## src/rtl/program_counter_pkg.sv

```systemverilog
// ----------------------------------------------------------------------------
// program_counter_pkg : core-wide fetch constants and address type  | Rev 1.0
// ----------------------------------------------------------------------------
`default_nettype none

package program_counter_pkg;

  localparam int CORE_XLEN         = 64;
  localparam int CORE_PC_INCREMENT = 4;

  typedef logic [CORE_XLEN-1:0] addr_t;

  localparam addr_t CORE_RESET_VECTOR = 64'h0;

  // Sequential fetch address, shared by fetch and the PC+4 link path.
  function automatic addr_t seq_addr(input addr_t pc);
    return pc + addr_t'(CORE_PC_INCREMENT);
  endfunction

endpackage

`default_nettype wire

```

## src/rtl/program_counter_if.sv

```systemverilog
// ----------------------------------------------------------------------------
// program_counter_if : branch decision inputs and fetch PC output   | Rev 1.0
// ----------------------------------------------------------------------------
`default_nettype none

interface program_counter_if
  import program_counter_pkg::*;
#(
  parameter int XLEN = CORE_XLEN
);

  logic            branch;
  logic            zero;
  logic [XLEN-1:0] immediate;
  logic [XLEN-1:0] pc;

  modport master (
    output branch,
    output zero,
    output immediate,
    input  pc
  );

  modport slave (
    input  branch,
    input  zero,
    input  immediate,
    output pc
  );

endinterface

`default_nettype wire

```

## src/rtl/program_counter_pc_next_logic.sv

```systemverilog
// ----------------------------------------------------------------------------
// pc_next_logic : sequential adder, branch-target adder, taken mux  | Rev 1.0
// ----------------------------------------------------------------------------
`default_nettype none

module pc_next_logic
  import program_counter_pkg::*;
#(
  parameter int XLEN         = CORE_XLEN,
  parameter int PC_INCREMENT = CORE_PC_INCREMENT
) (
  input  logic [XLEN-1:0] pc,
  input  logic            branch,
  input  logic            zero,
  input  logic [XLEN-1:0] immediate,
  output logic [XLEN-1:0] next_pc
);

  logic            w_taken;
  logic [XLEN-1:0] w_seq_pc;
  logic [XLEN-1:0] w_branch_pc;

  assign w_taken     = branch & zero;
  assign w_seq_pc    = pc + XLEN'(PC_INCREMENT);
  // Immediate is already a sign-extended byte offset; modulo add handles negatives.
  assign w_branch_pc = pc + immediate;
  assign next_pc     = w_taken ? w_branch_pc : w_seq_pc;

endmodule

`default_nettype wire

```

## src/rtl/program_counter.sv

```systemverilog
// ----------------------------------------------------------------------------
// program_counter : RV64 fetch PC register with sync active-low reset | Rev 1.0
// ----------------------------------------------------------------------------
`default_nettype none

module program_counter
  import program_counter_pkg::*;
#(
  parameter int              XLEN         = CORE_XLEN,
  parameter logic [XLEN-1:0] RESET_VECTOR = XLEN'(CORE_RESET_VECTOR),
  parameter int              PC_INCREMENT = CORE_PC_INCREMENT
) (
  input  logic             i_Clock,
  input  logic             i_Reset,
  program_counter_if.slave bus
);

  logic [XLEN-1:0] r_pc;
  logic [XLEN-1:0] w_next_pc;

  pc_next_logic #(
    .XLEN         (XLEN),
    .PC_INCREMENT (PC_INCREMENT)
  ) u_pc_next_logic (
    .pc        (r_pc),
    .branch    (bus.branch),
    .zero      (bus.zero),
    .immediate (bus.immediate),
    .next_pc   (w_next_pc)
  );

  // Reset is tested first so undriven branch inputs cannot leak into the PC.
  always_ff @(posedge i_Clock) begin
    if (!i_Reset) begin
      r_pc <= RESET_VECTOR;
    end else begin
      r_pc <= w_next_pc;
    end
  end

  assign bus.pc = r_pc;

endmodule

`default_nettype wire

```

## src/flat_wrapper.sv

```systemverilog
// flat-port wrapper written by rule: the top's interface ports become plain ports
module program_counter_flat import program_counter_pkg::*;
#(
  parameter int              XLEN         = CORE_XLEN,
  parameter logic [XLEN-1:0] RESET_VECTOR = XLEN'(CORE_RESET_VECTOR),
  parameter int              PC_INCREMENT = CORE_PC_INCREMENT
)
  (i_Clock, i_Reset, bus_branch, bus_zero, bus_immediate, bus_pc);
  program_counter_if #(.XLEN(XLEN)) bus_i ();
  input  logic i_Clock;
  input  logic i_Reset;
  input wire logic [$bits(bus_i.branch)-1:0] bus_branch;
  input wire logic [$bits(bus_i.zero)-1:0] bus_zero;
  input wire logic [$bits(bus_i.immediate)-1:0] bus_immediate;
  output wire logic [$bits(bus_i.pc)-1:0] bus_pc;
  assign bus_i.branch = bus_branch;
  assign bus_i.zero = bus_zero;
  assign bus_i.immediate = bus_immediate;
  assign bus_pc = bus_i.pc;
  program_counter #(.XLEN(XLEN), .RESET_VECTOR(RESET_VECTOR), .PC_INCREMENT(PC_INCREMENT)) u_core (.i_Clock(i_Clock), .i_Reset(i_Reset), .bus(bus_i));
endmodule
```

## config.mk

```make
export PLATFORM = sky130hd
export DESIGN_NAME = program_counter_flat
export DESIGN_NICKNAME = d
export VERILOG_FILES = /design/src/rtl/program_counter_pkg.sv /design/src/rtl/program_counter_if.sv /design/src/rtl/program_counter_pc_next_logic.sv /design/src/rtl/program_counter.sv /design/src/flat_wrapper.sv
export SDC_FILE = /design/constraint.sdc
export NUM_CORES = 1
export LEC_CHECK = 0
export BUFFER_PORTS_ARGS = -buffer_cell sky130_fd_sc_hd__buf_4
export CAP_MARGIN = 20
export CELL_PAD_IN_SITES_DETAIL_PLACEMENT = 0
export CELL_PAD_IN_SITES_GLOBAL_PLACEMENT = 2
export CORE_MARGIN = 1.5
export CORE_UTILIZATION = 35
export DETAILED_ROUTE_END_ITERATION = 12
export GPL_ROUTABILITY_DRIVEN = 0
export PLACE_DENSITY = 0.91
export SLEW_MARGIN = 20
export SYNTH_ARGS = -nofsm -noshare
export SYNTH_HDL_FRONTEND = slang
export SYNTH_SLANG_ARGS = --single-unit
export TNS_END_PERCENT = 50
```

## constraint.sdc

```tcl
create_clock -name i_Clock -period 5 [get_ports i_Clock]
set_input_delay 0 -clock i_Clock [delete_from_list [all_inputs] [get_ports i_Clock]]
set_output_delay 0 -clock i_Clock [all_outputs]
set_load 0.1 [all_outputs]
```

==> metrics <==
status complete, no violations; drt pass-1 iters 5; CTS tree yes; fraction of registers with async set/reset 0%; post-DR vias/cell 5.52; Startpoint Class flop; CP dominant cell by count o31a_1; maximum VDD drop 0.000160 V; largest net degree at the start of global routing 45; P_leak 0.00363 µW; skew final 0.0115 ns; CTS Sinks 64; Compound-Gate Fraction of Synth Area 28.2%; syn_nets 1046; Yosys top cell by area dfxtp_1; clk_lat worst skew 0.35 ns; # setup viols final 0; Worst path slowest cell o41ai_2; Starting Density 36.0%; Total GRT Usage 22.4%; Setup Total Neg Slack 0 ns; Slew @ Worst Pin 0.987 ns; post-synthesis area per instance 7.42 µm²; antenna violations before repair 0; die area 20200 µm²; Worst path max stage delay 0.50 ns; synth unique cells 65; final HPWL from detailed placement 17600 µm; Final Hold Vio Count 0; H-tree depth 3; Antenna Nets Post-Route 0; unrepaired setup endpoints after global routing no; Final Cycle Share 70.6%; layout cells sized above 1 16.4%; Routed WL 22600 µm; CORE AREA 18800 µm²; Crit path buffers/inverters 1; CP delay by family, top compound AO/OA/AOI/OAI gates; ant diodes 0; post-synthesis simple-gate area fraction 22.6%; design area 8280 µm²; critical path arrival 3.82 ns; Reg clk slew, reported paths 0.07 ns; Slew HR 34.0%; Clock Path Buffers 2; max cap viols 0; mux share of post-synthesis cell area 0.295%; Area Growth Syn to Fin 22.2%; synth warn 0; Mapped Area 6780 µm²; I/O pin total 132; port bufs 131; Synth top area share 18.9%; wire per inst 17.5 µm; Vias 7116; # rows 50; sequential area share after synthesis 18.9%; main combinational cell family by area after synthesis compound AO/OA/AOI/OAI gates; Post-CTS Setup Bufs 0; ranking of synthesized cells by area dfxtp_1 19%, ha_1 12%, xnor2_1 8.4%; via count of the first global-routing pass 6768; R2R setup slack 1.47 ns; Critical Path RT 5.29 ns; die width 142 µm; max-slew violation count 0; synthesized flop and latch total 64; Crit Path Class flop to flop; CTS root buf clkbuf_16; initial DRC count 567; Min-Delay Path Class input pin to flop; cts hold-fix bufs 0; power per cell area 285 nW/µm²; Die H 142 µm; min Tclk post-route 3.53 ns; # DRC 0; Mapped Cells 913; most frequent cells in the layout 135 x buf_4, 93 x a21oi_1, 82 x nand2_1; placed standard-cell area 7980 µm²; crit-path cells ha_1 > inv_1 > fa_1 > nor2b_1 > o31a_1 > o311ai_1 > o211a_2 > o31ai_1 > a21oi_1 > o41ai_2 > a31oi_1 > o31a_1 > nand3_1; CTS resizes 0; crit-path max FO 5; GRT overflow 0; CP Capture Type flop; Final #Nets 1157; XOR/XNOR share of the synthesized area 14.3%; Synth Area in Adders 12.1%; global-route wire length before repair 36000 µm; Most used DFF post-synth dfxtp_1; Post-synth EDFFs 0; commonest non-fill, non-tap cell in the layout buf_4; CTS buffer count 9; Largest register FFs 64; f_max 283 MHz
-- logic make-up (layout without fill, tap and decap cells) --
| kind of cell | count (synthesis) | after routing |
|---|---|---|
| adders and majority gates | 65 | 65 |
| DFF | 64 | 64 |
| buffers and inverters | 62 | 178 |
| AOI/OAI and AO/OA | 296 | 296 |
| xor gates and xnor gates | 111 | 111 |
| muxes | 2 | 2 |
| and+or+nand+nor | 313 | 313 |
-- path summary, 6_finish.rpt --
kind | endpoint | cells after the start | startpoint
setup reg to reg | u_core.bus.pc[60] | 13 | u_core.bus.pc[0]
hold / removal | u_core.bus.pc[0] | 4 | bus_immediate[0]
setup / recovery | u_core.bus.pc[60] | 13 | u_core.bus.pc[0]
hold reg to reg | u_core.bus.pc[0] | 2 | u_core.bus.pc[0]
-- worst reg2reg max path, cell delays in order (launching register included) --
cell	delay, ns
dfxtp_1	0.35
ha_1	0.19
inv_1	0.06
fa_1	0.40
nor2b_1	0.16
o31a_1	0.17
o311ai_1	0.13
o211a_2	0.33
o31ai_1	0.37
a21oi_1	0.24
o41ai_2	0.50
a31oi_1	0.20
o31a_1	0.31
nand3_1	0.07
-- area by class of cell --
cell class | instances | area (µm²)
repair buffers | 135 | 1010
inverters | 27 | 101
flip-flops and latches | 64 | 1280
well taps | 260 | 325
clock buffers | 9 | 225
fillers | 1955 | 10600
clock inverters | 7 | 72.6
multi-input cells | 787 | 5260
-- layer usage --
metal / wire length, µm / track usage, % / vias up
li1: - / - / 3591
met1: 11200 / 31.9 / 3292
met2: 9990 / 35.8 / 218
met3: 1210 / 2.52 / 15
met4: 235 / 5.86 / 0
met5: 0 / 0 / -
-- power by group --
part | internal [µW] | switching (µW) | leakage (µW)
clock | 386 | 274 | 0.000141
combinational | 345 | 725 | 0.00296
sequential | 553 | 71.8 | 0.000527
total | 1280 | 1070 | 0.00363
-- synth_stat cells, drive strengths merged, types with 3 or more instances --
library cell  instances
clkbuf               28
o21bai               11
o41a                  3
o31a                  3
and3                 19
dfxtp                64
and4                  7
nor2b                 3
a21boi                4
o21ai                58
xor2                 46
nand4                27
a211oi               38
nand2b                5
xnor2                65
nor4                  7
o31ai                 7
o211a                 3
a31oi                 9
or4                   3
nor3                 21
ha                   64
o21a                  6
or3                   4
o22ai                 5
inv                  27
buf                   7
a21oi                93
and2                  9
nor2                 80
nand3                41
nand2                83
o211ai                5
a21o                 34
-- stage by stage --
step                std cells  total power [µW]  utilization, %  hold slack [ns]  worst slack (ns)
floorplan                 913              1430               -            0.152              1.27
global placement         1273              1700            42.4            0.367              1.65
detailed placement       1273              1700            42.4            0.379              1.50
CTS                      1289              2360            44.0           0.0109              1.46
global route             1289              2470            44.0           0.0392              1.20
finish                   1289              2360            44.0           0.0163              1.47
No activity file was read; power rests on OpenSTA's default activity.
